`config.mk`:
```
export PLATFORM = sky130hd
export DESIGN_NAME = sine_voice_core
export DESIGN_NICKNAME = d
export VERILOG_FILES = /design/src/rtl/synth_pkg.sv /design/src/rtl/phase_acc.sv /design/src/rtl/qsine_lut.sv /design/src/rtl/svf_lp.sv /design/src/rtl/sine_voice_core.sv
export SDC_FILE = /design/constraint.sdc
export NUM_CORES = 2
export LEC_CHECK = 0
export CAP_MARGIN = 25
export CELL_PAD_IN_SITES_DETAIL_PLACEMENT = 1
export CELL_PAD_IN_SITES_GLOBAL_PLACEMENT = 1
export CORE_MARGIN = 3
export CORE_UTILIZATION = 45
export CTS_CLUSTER_DIAMETER = 150
export DETAILED_ROUTE_END_ITERATION = 16
export PLACE_DENSITY = 0.86
export SETUP_SLACK_MARGIN = 0.3
export SYNTH_ARGS = -nofsm -noshare
export SYNTH_HDL_FRONTEND = slang
export SYNTH_SLANG_ARGS = --single-unit
```
`constraint.sdc`:
```
create_clock -name clk -period 69.1 [get_ports clk]
set_input_delay 17.275 -clock clk [delete_from_list [all_inputs] [get_ports clk]]
set_output_delay 17.275 -clock clk [all_outputs]
set_load 0.1 [all_outputs]
```
`src/rtl/synth_pkg.sv`:
```
// Shared widths, constant tables and saturation helpers for the sine voice chain.
// The tables are generated at elaboration from the closed-form note/sine formulas.
package synth_pkg;

   localparam int PHASE_W   = 16;
   localparam int DATA_W    = 16;
   localparam int LUT_AW    = 8;
   localparam int COEF_FRAC = 14;
   localparam int FS_HZ     = 48000;

   localparam int NOTES  = 128;
   localparam int LUT_N  = 1 << LUT_AW;
   localparam int ACC_W  = 20;
   localparam int WIDE_W = 40;

   localparam real PI = 3.14159265358979323846;

   localparam logic signed [15:0] QD = 16'sd16384;

   localparam logic signed [WIDE_W-1:0] ACC_MAX = WIDE_W'(524287);
   localparam logic signed [WIDE_W-1:0] ACC_MIN = WIDE_W'(-524287);
   localparam logic signed [WIDE_W-1:0] S16_MAX = WIDE_W'(32767);
   localparam logic signed [WIDE_W-1:0] S16_MIN = WIDE_W'(-32768);

   typedef logic [NOTES-1:0][15:0] note_rom_t;
   typedef logic [LUT_N-1:0][15:0] qsin_rom_t;

   function automatic real note_hz(input int n);
      return 440.0 * $pow(2.0, (real'(n) - 69.0) / 12.0);
   endfunction

   function automatic note_rom_t build_inc();
      note_rom_t rom;
      for (int n = 0; n < NOTES; n++) begin
         rom[n] = 16'($rtoi(note_hz(n) * 65536.0 / real'(FS_HZ) + 0.5));
      end
      return rom;
   endfunction

   // Cutoff is twice the note pitch, capped at fs/8 so F never exceeds 12540.
   function automatic note_rom_t build_f();
      note_rom_t rom;
      real       fc;
      for (int n = 0; n < NOTES; n++) begin
         fc = 2.0 * note_hz(n);
         if (fc > real'(FS_HZ) / 8.0) fc = real'(FS_HZ) / 8.0;
         rom[n] = 16'($rtoi(16384.0 * 2.0 * $sin(PI * fc / real'(FS_HZ)) + 0.5));
      end
      return rom;
   endfunction

   // Peak clipped to 32766 so the negated lower half never needs 32767+1.
   function automatic qsin_rom_t build_qsin();
      qsin_rom_t rom;
      int        v;
      for (int i = 0; i < LUT_N; i++) begin
         v = $rtoi(32767.0 * $sin(PI / 2.0 * (real'(i) + 0.5) / real'(LUT_N)) + 0.5);
         if (v > 32766) v = 32766;
         rom[i] = 16'(v);
      end
      return rom;
   endfunction

   localparam note_rom_t INC_ROM  = build_inc();
   localparam note_rom_t F_ROM    = build_f();
   localparam qsin_rom_t QSIN_ROM = build_qsin();

   function automatic logic signed [15:0] sat16(input logic signed [WIDE_W-1:0] v);
      if (v > S16_MAX) return 16'sh7FFF;
      if (v < S16_MIN) return 16'sh8000;
      return v[15:0];
   endfunction

   function automatic logic signed [ACC_W-1:0] sat_acc(input logic signed [WIDE_W-1:0] v);
      if (v > ACC_MAX) return ACC_MAX[ACC_W-1:0];
      if (v < ACC_MIN) return ACC_MIN[ACC_W-1:0];
      return v[ACC_W-1:0];
   endfunction

endpackage

```
`src/rtl/phase_acc.sv`:
```
// MIDI-note driven phase accumulator, wraps modulo 2^PHASE_W.
module phase_acc
   import synth_pkg::*;
(
   input  logic               clk,
   input  logic               rst,
   input  logic [6:0]         midi,
   output logic [PHASE_W-1:0] phase
);

   always_ff @(posedge clk) begin
      if (rst) begin
         phase <= '0;
      end else begin
         phase <= phase + INC_ROM[midi];
      end
   end

endmodule

```
`src/rtl/qsine_lut.sv`:
```
// Two-stage quarter-wave sine lookup: quadrant/address register, then signed sample.
module qsine_lut
   import synth_pkg::*;
(
   input  logic                     clk,
   input  logic                     rst,
   input  logic [LUT_AW+1:0]        phase_hi,
   output logic signed [DATA_W-1:0] sine
);

   logic [1:0]               quad;
   logic [LUT_AW-1:0]        addr;
   logic [LUT_AW-1:0]        idx;
   logic signed [DATA_W-1:0] mag;

   assign idx = phase_hi[LUT_AW-1:0];
   assign mag = $signed(QSIN_ROM[addr]);

   // Odd quadrants walk the table backwards; the lower half-cycle is negated.
   always_ff @(posedge clk) begin
      if (rst) begin
         quad <= '0;
         addr <= '0;
         sine <= '0;
      end else begin
         quad <= phase_hi[LUT_AW+1:LUT_AW];
         addr <= phase_hi[LUT_AW] ? ~idx : idx;
         sine <= quad[1] ? -mag : mag;
      end
   end

endmodule

```
`src/rtl/svf_lp.sv`:
```
// Chamberlin state-variable filter, low-pass tap, Q2.14 coefficients, saturating states.
module svf_lp
   import synth_pkg::*;
(
   input  logic                     clk,
   input  logic                     rst,
   input  logic                     ena,
   input  logic signed [DATA_W-1:0] x,
   input  logic signed [15:0]       coef_f,
   output logic signed [DATA_W-1:0] y
);

   logic signed [ACC_W-1:0]  low;
   logic signed [ACC_W-1:0]  band;
   logic signed [ACC_W-1:0]  low_n;
   logic signed [ACC_W-1:0]  band_n;
   logic signed [WIDE_W-1:0] f_w;
   logic signed [WIDE_W-1:0] low_w;
   logic signed [WIDE_W-1:0] high_w;
   logic signed [WIDE_W-1:0] band_w;

   // high uses the freshly updated low but the previous band.
   always_comb begin
      f_w    = WIDE_W'(coef_f);
      low_w  = WIDE_W'(low) + ((f_w * WIDE_W'(band)) >>> COEF_FRAC);
      low_n  = sat_acc(low_w);
      high_w = WIDE_W'(x) - WIDE_W'(low_n)
             - ((WIDE_W'(QD) * WIDE_W'(band)) >>> COEF_FRAC);
      band_w = WIDE_W'(band) + ((f_w * high_w) >>> COEF_FRAC);
      band_n = sat_acc(band_w);
   end

   always_ff @(posedge clk) begin
      if (rst || !ena) begin
         low  <= '0;
         band <= '0;
         y    <= '0;
      end else begin
         low  <= low_n;
         band <= band_n;
         y    <= sat16(WIDE_W'(low_n));
      end
   end

endmodule

```
`src/rtl/sine_voice_core.sv`:
```
// Single voice: phase accumulator -> quarter-wave sine -> low-pass SVF.
module sine_voice_core
   import synth_pkg::*;
(
   input  logic                     clk,
   input  logic                     rst,
   input  logic                     ena,
   input  logic [6:0]               i_midi,
   output logic [PHASE_W-1:0]       o_phase,
   output logic signed [DATA_W-1:0] o_sine,
   output logic signed [DATA_W-1:0] o_filtered
);

   logic [PHASE_W-1:0] phase;
   logic signed [15:0] coef_f;

   assign o_phase = phase;
   assign coef_f  = $signed(F_ROM[i_midi]);

   phase_acc u_phase (
      .clk   (clk),
      .rst   (rst),
      .midi  (i_midi),
      .phase (phase)
   );

   qsine_lut u_sine (
      .clk      (clk),
      .rst      (rst),
      .phase_hi (phase[PHASE_W-1:PHASE_W-LUT_AW-2]),
      .sine     (o_sine)
   );

   svf_lp u_svf (
      .clk    (clk),
      .rst    (rst),
      .ena    (ena),
      .x      (o_sine),
      .coef_f (coef_f),
      .y      (o_filtered)
   );

endmodule

```
# [Word-level counts from Yosys, hierarchy flattened]
# Memory sizes are Yosys's and may differ from the RTL's. A register that Yosys moved wholly into a read port is not among the register bits.
# Cells that the tools add are included.
[classes] addsub=6 mul=2 order_cmp=8 mux=29 bitwise_logic=1 n_reduce_logical=2
[op_table] op="$mux W20" count=8
[op_table] op="$mux W16" count=8
[op_table] op="$gt A40 B20 Y1 const B" count=2
[op_table] op="$lt A40 B20 Y1 const B" count=2
[op_table] op="$mul A16 B40 Y40" count=1
[op_table] op="$mul A16 B20 Y36" count=1
[op_table] op="$add A20 B26 Y27" count=1
[op_table] op="$add A20 B22 Y23" count=1
[op_table] op="$sub A21 B20 Y22" count=1
[op_table] op="$sub A16 B20 Y21" count=1
[op_table] op="$gt A20 B16 Y1 const B" count=1
[op_table] op="$lt A20 B16 Y1 const B" count=1
[op_table] op="$add A16 B16 Y16" count=1
[op_table] op="$mux W8" count=2
[op_table] op="$neg A16 Y16" count=1
[op_table] op="$mux W1" count=11
[op_table] op="$lt A8 B9 Y1 const B" count=1
[op_table] op="$lt A7 B8 Y1 const B" count=1
[op_table] op="$not A8 Y8" count=1
[op_table] op="$logic_not A1 Y1" count=1
[op_table] op="$logic_or A1 B1 Y1" count=1
[word_totals] reg_bits=98 mem_bits_ro=8192 inputBits=10 output_inout_bits=48 wordCells=58 n_memories=3
[memory_table] name="(name not given)" words=256 word_bits=16 rd=1 rd_ports_with_merged_regs=1 write_ports=0 line="qsine_lut.sv:17" source="assign mag = $signed(QSIN_ROM[addr]);"
[memory_table] name="(name not given)" words=128 word_bits=16 rd=1 rd_ports_with_merged_regs=0 write_ports=0 line="phase_acc.sv:15" source="phase <= phase + INC_ROM[midi];"
[memory_table] name="(name not given)" words=128 word_bits=16 rd=1 rd_ports_with_merged_regs=0 write_ports=0 line="sine_voice_core.sv:18" source="assign coef_f = $signed(F_ROM[i_midi]);"

# [Longest topological paths before layout]
[depth] ltp_word=18 depth_mapped=106 depth_no_buf=98

# [Modules after synthesis]
# From an unflattened synthesis, not the netlist that was laid out.
[hier_totals] cells_unflattened=5379 area_unflattened_um2=42542.1
[by_module_without_submodules] mod="svf_lp" n_inst=1 cells_per_inst=3283 area_each_um2=29220.5 seq_area_each_um2=1121.1
[by_module_without_submodules] mod="qsine_lut" n_inst=1 cells_per_inst=1361 area_each_um2=8383.0 seq_area_each_um2=640.6
[by_module_without_submodules] mod="phase_acc" n_inst=1 cells_per_inst=441 area_each_um2=3179.3 seq_area_each_um2=320.3
[by_module_without_submodules] mod="sine_voice_core" n_inst=1 cells_per_inst=294 area_each_um2=1759.2 seq_area_each_um2=0.0

# [Worst setup path before layout]
# OpenSTA, ideal clock, no wires.
[synth_path] path_kind="input to register" startpoint="in i_midi[0]" endpoint="reg u_svf.band[19]" setup_ps=132 arrival_time_ps=38188 t_required_ps=68968 setup_slack_ps=30781 cell_stages=94 path_buffers=6 cell_sequence="buf_2 inv_1 ha_1 or2_2 clkbuf_1 nor2_1 o311a_1 a211oi_1 a21oi_1 o22ai_1 clkbuf_1 nand2_1 fa_1 inv_1 fa_1 inv_1 fa_1 inv_1 (+58 left out) nand3_1 o2111ai_2 o21ai_2 a211o_2 xor2_1 ha_1 nand2_1 nor2_1 a211oi_1 o21bai_1 a22oi_1 o311ai_0 nand4b_1 a2111o_1 buf_2 buf_4 nor2_1 nor3_1"
[synth_between] elab_chain_cells=18 word_cells_on_any_way=24 cone_classes="add/sub (4); mul (2); order compare (4); mux (13); memory (1)"
[synth_lines] element="start: declaration" line="sine_voice_core.sv:8" source="input logic [6:0] i_midi,"
[synth_lines] element="$mem_v2 Z128 W16 (*)"
[synth_lines] element="$mux W16 (implied by the code) (*)" line="sine_voice_core.sv:18"
[synth_lines] element="$mul A16 B20 Y36" line="svf_lp.sv:25" source="low_w = WIDE_W'(low) + ((f_w * WIDE_W'(band)) >>> COEF_FRAC);"
[synth_lines] element="$add A20 B22 Y23" line="svf_lp.sv:25"
[synth_lines] element="$lt A40 B20 Y1" line="synth_pkg.sv:76" source="if (v < ACC_MIN) return ACC_MIN[ACC_W-1:0];"
[synth_lines] element="$mux W1 (2 in series)" line="synth_pkg.sv:76"
[synth_lines] element="$mux W20" line="synth_pkg.sv:77" source="return v[ACC_W-1:0];"
[synth_lines] element="$mux W20" line="synth_pkg.sv:76"
[synth_lines] element="$sub A16 B20 Y21" line="svf_lp.sv:27" source="high_w = WIDE_W'(x) - WIDE_W'(low_n)"
[synth_lines] element="$sub A21 B20 Y22" line="svf_lp.sv:28" source="- ((WIDE_W'(QD) * WIDE_W'(band)) >>> COEF_FRAC);"
[synth_lines] element="$mul A16 B40 Y40 (*)" line="svf_lp.sv:29" source="band_w = WIDE_W'(band) + ((f_w * high_w) >>> COEF_FRAC);"
[synth_lines] element="$add A20 B26 Y27 (*)" line="svf_lp.sv:29"
[synth_lines] element="$lt A40 B20 Y1" line="synth_pkg.sv:76"
[synth_lines] element="$mux W1 (2 in series)" line="synth_pkg.sv:76"
[synth_lines] element="$mux W20" line="synth_pkg.sv:77"
[synth_lines] element="$mux W20 (*)" line="synth_pkg.sv:76"
[synth_lines] element="end signal: assignment" line="svf_lp.sv:40" source="band <= band_n;"
[synth_lines] element="end: declaration" line="svf_lp.sv:14" source="logic signed [ACC_W-1:0] band;"
# Every way passes the cells marked *; elsewhere a longest branch is shown, timed or not. The select of a mux whose other input is x is not followed.
# A chain may end at the register's enable or synchronous reset.

# [Worst setup path in the final report]
[layout_path] startpoint="in i_midi[1]" endpoint="reg u_svf.band[0]"
# The elaborated chain is that of the path after synthesis.

==> impl_metrics.toml <==
[floorplanning]
io_pins = 58
die_area_um2 = 84100
fp-row-count = 103
start_util_pct = 45.7
die_h_um = 290
core-area_um2 = 79400
die_width_um = 290

[sta]
rsz0062_at_grt = "no"
period_needed_ns = 43.05
fin_tns_setup_ns = 0
worstMarginPinSlew_ns = 1.15
maxSlewViolCount = 0
fin_crit_sh_pct = 62.3
finClkSkew_ns = 0.0183
hold_viol_final = 0
fmax_ghz = 0.0232
relSlewSlack_pct = 23.4
finalSetupViolCount = 0

[clock_tree]
root_buffer = "clkbuf_16"
clock_sinks = 104
cts_buffers = 9
clk_latency_ns = 0.41
cts_tree = "yes"
cts_setup_buffers = 0
cts_buffer_depth = 2
clk_pin_slew_worst_paths_ns = 0.08
ctsHoldBuffers = 0
htreeDepth = 3
cts.repair.resized = 0

[worst_setup_path]
max_stage_delay_ns = 0.83
crit_path_end_kind = "flip-flop"
critical_path_class = "in2reg"
crit_slowest_cell = "clkdlybuf4s50_1"
crit_fanout = 33
cp.required_ns = 69.41
critPathArrivalTime_ns = 43.36
cp-start-kind = "input port"
worst_path_most_repeated_cell = "fa_1"

[global_route]
antenna_found_initial = 2
grt_first_pass_wirelength_mm = 216
grt_pass1_vias = 37500
grt_overflow_total = 0
grt_usage_pct = 32.6
grt_max_degree = 84

[yosys]
synth_fp_nets = 5542
synth_seq_cells = 104
netlist_instances = 4628
ys.flop_type = "dfxtp_1"
synth_edf_count = 0
synthTopCellsByArea = "fa_1 (33%), ha_1 (11%), inv_1 (7.9%)"
synth_seq_area_share_pct = 5.74
yosysWarnings = 0
synth_top_area_share_pct = 32.7
synth_area_leader_cell = "fa_1"
synth_cell_types = 98
synth_area_um2 = 36300
synthArstFlopShare_pct = 0
synth.avg_cell_area_um2 = 7.84

[place]
io_buffers = 57
dpl_cell_area_um2 = 37900
dp_hpwl_mm = 105
gp_congestion = 0.975

[detailed_routing]
antenna_left = 0
wirelength_mm = 138
num_vias = 34100
drt_iter0_markers = 3245
firstDrtPassIters = 8
avgRoutedWirePerCell_um = 24.7
drc = 0
via_per_inst = 6.13

[status]
status = "complete, no violations"

[layout]
antenna_cells = 0
area_growth_pct = 5.32
layout.nets = 5429
design_area_um2 = 38200
drive_gt1_share_pct = 4.23
final_common_cell = "inv_1"
final_cell_mix = "inv_1 (763), fa_1 (592), nand2_1 (574)"

[worst_hold_path]
hold_class = "reg2reg"

[job]
drv_cap = 0
kinds of logic after synthesis:
kind of cell | Yosys count | share of synthesized area (%)
fa+ha+maj | 904 | 43.4
buf+inv | 1028 | 10.8
simple gates | 1429 | 17.7
flops | 104 | 5.74
compound gates | 980 | 17.7
xor+xnor | 164 | 3.96
mux | 19 | 0.810
synth_stat cells (all sizes together) (69+ instances only):
| cell type | number |
|---|---|
| fa | 592 |
| ha | 312 |
| nor3 | 69 |
| a21o | 81 |
| a21oi | 283 |
| inv | 765 |
| xor2 | 71 |
| nand3 | 70 |
| o21ai | 221 |
| clkbuf | 205 |
| nor2 | 402 |
| nand2 | 574 |
| xnor2 | 93 |
| and2 | 139 |
| dfxtp | 104 |
flip-flops by register name, indices dropped and copies added, names as in the netlist:
register,flops
u_svf.band,20
u_svf.low,20
u_phase.phase,16
u_sine.sine,16
u_svf.y,16
u_sine.mag,15
u_sine.quad,1
path summary, 6_finish.rpt:
check	start	cells past startpoint	to	slack, ns
setup / recovery	i_midi[1]	95	u_svf.band[0]$_SDFF_PP0_	26.05
hold / removal	u_sine.mag[14]$_SDFF_PP1_	2	u_sine.sine[14]$_SDFF_PP0_	0.52
setup reg to reg	u_svf.band[13]$_SDFF_PP0_	81	u_svf.band[0]$_SDFF_PP0_	45.68
hold reg to reg	u_sine.mag[14]$_SDFF_PP1_	2	u_sine.sine[14]$_SDFF_PP0_	0.52
through the flow:
| stage | worst slack [ns] | cells | hold WS [ns] | util [%] |
|---|---|---|---|---|
| after floorplan | 30.78 | 4628 | 0.449 | - |
| final | 26.05 | 5570 | 0.518 | 48.2 |
| after detailed placement | 26.12 | 5552 | 0.504 | 47.8 |
| after global routing | 24.57 | 5570 | 0.555 | 48.2 |
| after CTS | 26.52 | 5568 | 0.529 | 48.1 |
| after global placement | 26.96 | 5551 | 0.482 | 47.7 |
metal layers:
metal	vias up	global-route usage (%)	part of all wire (%)
li1	14800	-	-
met1	17300	41.5	39
met2	1651	53.3	47
met3	443	5.60	8.2
met4	0	17.2	6.1
met5	-	0	0
final cells by class:
type | count | area, um2
Multi-Input combinational cell | 3496 | 30500
Clock buffer | 9 | 225
Fill cell | 9825 | 41200
Inverter | 771 | 2890
Tap cell | 1050 | 1310
Timing Repair Buffer | 133 | 1120
Clock inverter | 7 | 70.1
Sequential cell | 104 | 2080
worst max-delay path, delay by kind of cell:
| family | cells | cell delay [ns] |
|---|---|---|
| buffers and inverters | 14 | 3.18 |
| xor gates and xnor gates | 3 | 1.01 |
| muxes | 1 | 0.38 |
| AOI/OAI and AO/OA | 34 | 8.33 |
| adders and majority gates | 20 | 8.89 |
| and+or+nand+nor | 23 | 4.17 |
Power is not shown: default switching activity piles up to over one toggle a cycle in this logic, so the estimate is an artifact.
